`src/rtl/decoder_4_16_seq_pkg.sv`:
```
`default_nettype none
// ============================================================================
//  Module   : decoder_pkg
//  Purpose  : Shared widths, FSM state type and one-hot helper for the
//             4-to-16 sequenced decoder.
//  Revision : 1.0  initial release
// ============================================================================
package decoder_pkg;

  localparam int CODE_W = 4;
  localparam int OUT_W  = 16;

  typedef enum logic [1:0] {
    IDLE = 2'd0,
    SCAN = 2'd1,
    DONE = 2'd2
  } dec_state_t;

  // Single 1 at bit position 'code'.
  function automatic logic [OUT_W-1:0] onehot16(input logic [CODE_W-1:0] code);
    return OUT_W'(1) << code;
  endfunction

endpackage
`default_nettype wire

```
`src/rtl/decoder_4_16_seq_if.sv`:
```
`default_nettype none
// ============================================================================
//  Module   : decoder_4_16_seq_if
//  Purpose  : Handshake and output bundle of the sequenced 4-to-16 decoder.
//             master = the agent driving codes/scans, slave = the decoder.
//  Revision : 1.0  initial release
// ============================================================================
interface decoder_4_16_seq_if;
  import decoder_pkg::*;

  logic              enable;
  logic [CODE_W-1:0] code;
  logic              in_valid;
  logic              in_ready;
  logic              scan_start;
  logic [OUT_W-1:0]  o;
  logic              o_valid;
  logic              busy;
  logic              scan_done;

  modport master (
    output enable, code, in_valid, scan_start,
    input  in_ready, o, o_valid, busy, scan_done
  );

  modport slave (
    input  enable, code, in_valid, scan_start,
    output in_ready, o, o_valid, busy, scan_done
  );

endinterface
`default_nettype wire

```
`src/rtl/decoder_4_16_core.sv`:
```
`default_nettype none
// ============================================================================
//  Module   : decoder_4_16_core
//  Purpose  : Combinational 4-to-16 one-hot decode with an enable gate.
//  Revision : 1.0  initial release
// ============================================================================
module decoder_4_16_core
  import decoder_pkg::*;
(
  input  logic              i_enable,
  input  logic [CODE_W-1:0] i_code,
  output logic [OUT_W-1:0]  o_onehot
);

  // Gate the decoded word so a disabled core never presents an active line.
  always_comb begin
    o_onehot = '0;
    if (i_enable) begin
      o_onehot = onehot16(i_code);
    end
  end

endmodule
`default_nettype wire

```
`src/rtl/decoder_4_16_seq.sv`:
```
`default_nettype none
// ============================================================================
//  Module   : decoder_4_16_seq
//  Purpose  : Registered 4-to-16 one-hot decoder with valid/ready input and
//             a scan sequencer that walks a single 1 across all 16 lines,
//             holding each line for SCAN_HOLD cycles.
//  Revision : 1.0  initial release
// ============================================================================
module decoder_4_16_seq
  import decoder_pkg::*;
#(
  parameter int SCAN_HOLD = 2
) (
  input logic                 clk,
  input logic                 rst_n,
  decoder_4_16_seq_if.slave   bus
);

  localparam int                  HOLD_W    = $clog2(SCAN_HOLD + 1);
  localparam logic [HOLD_W-1:0]   HOLD_LAST = HOLD_W'(SCAN_HOLD - 1);
  localparam logic [CODE_W-1:0]   IDX_LAST  = CODE_W'(OUT_W - 1);

  dec_state_t        state_q, state_d;
  logic [CODE_W-1:0] idx_q, idx_d;
  logic [HOLD_W-1:0] hold_q, hold_d;
  logic [OUT_W-1:0]  o_q, o_d;
  logic              o_valid_q, o_valid_d;
  logic              busy_q, busy_d;
  logic              scan_done_q, scan_done_d;

  logic              w_in_ready;
  logic              w_scan_sel;
  logic [CODE_W-1:0] w_scan_code;
  logic [CODE_W-1:0] w_dec_code;
  logic [OUT_W-1:0]  w_dec_onehot;

  // Ready only in IDLE; a simultaneous scan request takes precedence.
  assign w_in_ready   = bus.enable && (state_q == IDLE) && !bus.scan_start;
  assign bus.in_ready = w_in_ready;

  // Shared decoder input: scan position (0 on start, next index while
  // scanning) or the accepted input code.
  assign w_scan_sel  = (state_q != IDLE) || bus.scan_start;
  assign w_scan_code = (state_q == IDLE) ? '0 : (idx_q + 1'b1);
  assign w_dec_code  = w_scan_sel ? w_scan_code : bus.code;

  decoder_4_16_core u_core (
    .i_enable (bus.enable),
    .i_code   (w_dec_code),
    .o_onehot (w_dec_onehot)
  );

  // Next-state, counter and output-register logic.
  always_comb begin
    state_d     = state_q;
    idx_d       = idx_q;
    hold_d      = hold_q;
    o_d         = o_q;
    o_valid_d   = o_valid_q;
    scan_done_d = 1'b0;

    if (!bus.enable) begin
      // Disable aborts everything, including a scan, with no done pulse.
      state_d   = IDLE;
      idx_d     = '0;
      hold_d    = '0;
      o_d       = '0;
      o_valid_d = 1'b0;
    end else begin
      unique case (state_q)
        IDLE: begin
          if (bus.scan_start) begin
            state_d   = SCAN;
            idx_d     = '0;
            hold_d    = '0;
            o_d       = w_dec_onehot;
            o_valid_d = 1'b1;
          end else if (bus.in_valid && w_in_ready) begin
            o_d       = w_dec_onehot;
            o_valid_d = 1'b1;
          end
        end
        SCAN: begin
          if (hold_q == HOLD_LAST) begin
            hold_d = '0;
            if (idx_q != IDX_LAST) begin
              idx_d = idx_q + 1'b1;
              o_d   = w_dec_onehot;
            end else begin
              state_d     = DONE;
              o_d         = '0;
              o_valid_d   = 1'b0;
              scan_done_d = 1'b1;
            end
          end else begin
            hold_d = hold_q + 1'b1;
          end
        end
        DONE: begin
          state_d = IDLE;
          idx_d   = '0;
          hold_d  = '0;
        end
        default: begin
          state_d   = IDLE;
          idx_d     = '0;
          hold_d    = '0;
          o_d       = '0;
          o_valid_d = 1'b0;
        end
      endcase
    end

    busy_d = (state_d != IDLE);
  end

  // State and output registers with asynchronous active-low reset.
  always_ff @(posedge clk or negedge rst_n) begin
    if (!rst_n) begin
      state_q     <= IDLE;
      idx_q       <= '0;
      hold_q      <= '0;
      o_q         <= '0;
      o_valid_q   <= 1'b0;
      busy_q      <= 1'b0;
      scan_done_q <= 1'b0;
    end else begin
      state_q     <= state_d;
      idx_q       <= idx_d;
      hold_q      <= hold_d;
      o_q         <= o_d;
      o_valid_q   <= o_valid_d;
      busy_q      <= busy_d;
      scan_done_q <= scan_done_d;
    end
  end

  assign bus.o         = o_q;
  assign bus.o_valid   = o_valid_q;
  assign bus.busy      = busy_q;
  assign bus.scan_done = scan_done_q;

endmodule
`default_nettype wire

```
`src/flat_wrapper.sv`:
```
// flat-port wrapper written by rule: the top's interface ports become plain ports
module decoder_4_16_seq_flat import decoder_pkg::*;
#(
  parameter int SCAN_HOLD = 2
)
  (clk, rst_n, bus_enable, bus_code, bus_in_valid, bus_scan_start, bus_in_ready, bus_o, bus_o_valid, bus_busy, bus_scan_done);
  decoder_4_16_seq_if bus_i ();
  input logic clk;
  input logic rst_n;
  input wire logic [$bits(bus_i.enable)-1:0] bus_enable;
  input wire logic [$bits(bus_i.code)-1:0] bus_code;
  input wire logic [$bits(bus_i.in_valid)-1:0] bus_in_valid;
  input wire logic [$bits(bus_i.scan_start)-1:0] bus_scan_start;
  output wire logic [$bits(bus_i.in_ready)-1:0] bus_in_ready;
  output wire logic [$bits(bus_i.o)-1:0] bus_o;
  output wire logic [$bits(bus_i.o_valid)-1:0] bus_o_valid;
  output wire logic [$bits(bus_i.busy)-1:0] bus_busy;
  output wire logic [$bits(bus_i.scan_done)-1:0] bus_scan_done;
  assign bus_i.enable = bus_enable;
  assign bus_i.code = bus_code;
  assign bus_i.in_valid = bus_in_valid;
  assign bus_i.scan_start = bus_scan_start;
  assign bus_in_ready = bus_i.in_ready;
  assign bus_o = bus_i.o;
  assign bus_o_valid = bus_i.o_valid;
  assign bus_busy = bus_i.busy;
  assign bus_scan_done = bus_i.scan_done;
  decoder_4_16_seq #(.SCAN_HOLD(SCAN_HOLD)) u_core (.clk(clk), .rst_n(rst_n), .bus(bus_i));
endmodule
```
`config.mk`:
```
export PLATFORM = sky130hd
export DESIGN_NAME = decoder_4_16_seq_flat
export DESIGN_NICKNAME = d
export VERILOG_FILES = /design/src/rtl/decoder_4_16_seq_pkg.sv /design/src/rtl/decoder_4_16_seq_if.sv /design/src/rtl/decoder_4_16_core.sv /design/src/rtl/decoder_4_16_seq.sv /design/src/flat_wrapper.sv
export SDC_FILE = /design/constraint.sdc
export NUM_CORES = 1
export LEC_CHECK = 0
export ABC_AREA = 1
export ABC_CLOCK_PERIOD_IN_PS = 1600
export CAP_MARGIN = 20
export CORE_MARGIN = 2
export CORE_UTILIZATION = 50
export DETAILED_ROUTE_END_ITERATION = 6
export GPL_TIMING_DRIVEN = 0
export PLACE_DENSITY = 0.82
export SKIP_CTS_REPAIR_TIMING = 1
export SKIP_LAST_GASP = 1
export SLEW_MARGIN = 5
export SYNTH_ARGS = -nofsm -noshare
export SYNTH_HDL_FRONTEND = slang
export SYNTH_SLANG_ARGS = --single-unit
```
`constraint.sdc`:
```
create_clock -name clk -period 1.6 [get_ports clk]
set_clock_uncertainty 0.05 [all_clocks]
set_input_delay 0.24 -clock clk [delete_from_list [all_inputs] [get_ports clk]]
set_output_delay 0.24 -clock clk [all_outputs]
set_load 0.02 [all_outputs]
```
==> summary.txt, run 1 <==
Clocking
  – CTS H-tree depth: 1
  – Clock Path Buffers: 2
  – TritonCTS Sinks: 27
  – TritonCTS Buffers: 3
  – CTS tree: built
  – Worst-Skew Late Latency: around 320 ps
  – Clk slew on worst S/H paths: approximately 150 ps
  – Root Buffer Master: clkbuf_4

Global route
  – Initial antenna violation count: 0
  – All-layer global routing usage: a little under a fifth
  – Largest net degree at the start of global routing: 16
  – Grt total ovfl: 0
  – Vias in the first global route: ~1200
  – First-pass GRT wire length: about 5 mm

Place
  – RePlAce Congestion: approximately 0.88
  – HPWL Detailed: approximately 2.3 mm
  – Placed insts: about 230
  – Pre-CTS setup slack: -501 ps
  – Placed Instance Area: between 0.0015 and 0.002 sq mm
  – Port Buf Inserts: 28

Worst setup path
  – Critical path class: reg -> out
  – Top delay family on crit path: flip-flops
  – Worst Setup Start Kind: flop
  – Worst Path Arrival: between 1000 and 1500 ps
  – Worst path cell trace: nor2_4 -> nand2_2 -> nor2_4 -> buf_6
  – Slowest cell on the critical path: dfrtp_2
  – Worst EP required: roughly 1300 ps
  – Cell mode on critical path: nor2_4
  – Setup crit end kind: output port
  – WP buf/inv: 1
  – CP Max Fanout: 5
  – CP max stage delay: between 400 and 500 ps

Synth
  – Share of the yosys chip area belonging to registers: about half
  – Cell area after synthesis: 0.00137 sq mm
  – Mapped Cells: ~170
  – Main synth FF type: dfrtp_1
  – Number of synthesized flops with an enable pin: 0
  – Post-synth top area cell: dfrtp_1
  – Top-area cell type share of the netlist area: between 40% and 50%
  – FF+latch count, synth: 27
  – Area contributors post-synth: dfrtp_1 49%, nand2_1 19%, nand3_1 7.3%
  – Share of flip-flops with an asynchronous set or reset: 100%
  – Top cells by count, synth: 69 x nand2_1, 27 x dfrtp_1, 20 x nand3_1
  – Synthesized Nets: approximately 180
  – Top-count cell post-synth: nand2_1
  – Library cells used by synthesis: 19
  – Warnings, synthesis: 0
  – Syn Area/Cell: 7.85 sq um

Finish
  – Fin area: about 0.0019 sq mm
  – Share of layout cells above drive strength 1: between 20% and 30%
  – Area occupied by multi-input gates: 674 sq um
  – Number of fill cells: approximately 180
  – Non-Filler Instances: about 240
  – P&R area growth vs syn: 38.0%
  – N_diodes: 0
  – Nets: ~230
  – Core Util, Final: between 70% and 80%
  – Sequential Area: a little under 700 sq um

Power
  – Leakage: between 1 and 1.5 nW
  – VDD IR-drop max: ~0.74 mV
  – Total power: between 2 and 2.5 mW
  – Power density cells: between 1000 and 1500 mW/mm^2

Detailed routing
  – Post-DRT Antenna Nets: 0
  – DR vias: 1283
  – DR vias/cell: approximately 5.3
  – Pre-Repair DR Iteration Count: 6
  – # DRC: 0
  – Routed Wire Length: 3.21 mm
  – WL per Instance: roughly 13 um
  – Iteration-0 DRC Markers: 42

STA
  – Final hold vios: 0
  – Final worst setup slack: -35.9 ps
  – Period utilization: 102%
  – Worst Tran Pin Value: about 610 ps
  – Fin crit period: 1640 ps
  – Worst slew margin: 59.1%
  – RSZ-0062 raised after global routing: true
  – Fin. max-slew vios: 0
  – Final setup fails: 1
  – FMAX: around 0.61 GHz

Die
  – Num ports: 29
  – Total die area: around 0.0032 sq mm
  – Core area: 0.00252 sq mm
  – Die width: about 56 um
  – Die height: ~56 um
  – Initial Utilization: about 54%
  – Row count: 18

Status
  – Failing checks: negative setup slack
  – Status: finished, violations left

Run
  – Max_cap viols: 0

Min path
  – Hold Crit Class: in -> async
[where the power goes]
part	leakage [nW]	switching [mW]	internal (mW)
combinational	0.857	0.555	0.336
clock	0.0177	0.205	0.0937
sequential	0.365	0.0606	0.770
total	1.24	0.821	1.20
[final cells by class]
type	instances	area share (%)
flip-flops and latches	27	36.0
multi-input cells	129	35.8
inverters	17	3.39
clock inverters	1	0.266
clock buffers	3	1.20
well taps	30	1.99
repair buffers	36	20.8
plain buffers	1	0.598
[cells by family (layout without fill, tap and decap cells)]
family	Yosys count	after routing	share of synthesized area [%]
and+or+nand+nor	121	121	41.5
DFF	27	27	49.5
buffers and inverters	18	58	5.50
AOI/OAI and AO/OA	7	7	2.57
adders and majority gates	1	1	0.916
[stage by stage]
step	hold WS (ps)	TNS, ps
detailed placement	417	-2100
finish	226	-35.9
global route	264	-150
CTS	252	-835
floorplan	-106	0
global placement	413	-3170
[state kept, by name (all words and copies together) (netlist names)]
name                  cells
u_core.bus.busy           1
u_core.bus.o             16
u_core.bus.scan_done      1
u_core.hold_q             2
u_core.idx_q              4
u_core.bus.o_valid        1
u_core.state_q            2
[worst reg2reg max path, stage by stage (launching register included)]
cell and delay [ps]:
dfrtp_2 460, buf_4 150, inv_2 50, nand2_2 100, nand2_1 110, nand2_1 60
nand2_1 80, nand2_1 120, nor2_2 130, nand3_1 90, nand2_1 80
[cell usage in the layout (no fill, tap or decap), types with 4 or more instances in the layout]
| cell type | synthesis | layout |
|---|---|---|
| buf_4 | 0 | 7 |
| clkdlybuf4s50_1 | 0 | 10 |
| dfrtp_1 | 27 | 25 |
| dlymetal6s2s_1 | 0 | 17 |
| inv_1 | 14 | 14 |
| nand2_1 | 69 | 67 |
| nand2_2 | 3 | 5 |
| nand3_1 | 20 | 18 |
| nand3_2 | 3 | 4 |
| nor2_1 | 12 | 4 |
| nor2_2 | 4 | 11 |
| nor2_4 | 3 | 4 |
[worst paths after layout]
check	start	cells past startpoint	slack (ps)	end
setup reg to reg	u_core.state_q[1]	10	80	u_core.bus.o[8]
hold / removal	rst_n	1	230	u_core.hold_q[1]
max in group asynchronous	rst_n	2	750	u_core.idx_q[0]
min in group clk	u_core.bus.o[15]	2	440	u_core.bus.o[15]
hold reg to reg	u_core.bus.o[15]	2	440	u_core.bus.o[15]
setup / recovery	u_core.state_q[1]	4	-40	bus_in_ready
[per-layer routing]
metal	part of all wire, %	global-route usage [%]	routed length, um	up-vias
met5	0	0	0	-
met1	42	25.9	1360	612
met4	0.25	1.70	8	0
met3	4.2	2.07	134	2
met2	53	33.6	1710	42
li1	-	-	-	627
No activity file was read; power rests on OpenSTA's default activity.
==> run 2: changes to the inputs <==
CTS_CLUSTER_DIAMETER = 120   (was not set)
==> results of run 2 <==
The final DEF is identical to that of run 1; final timing and power are the same.
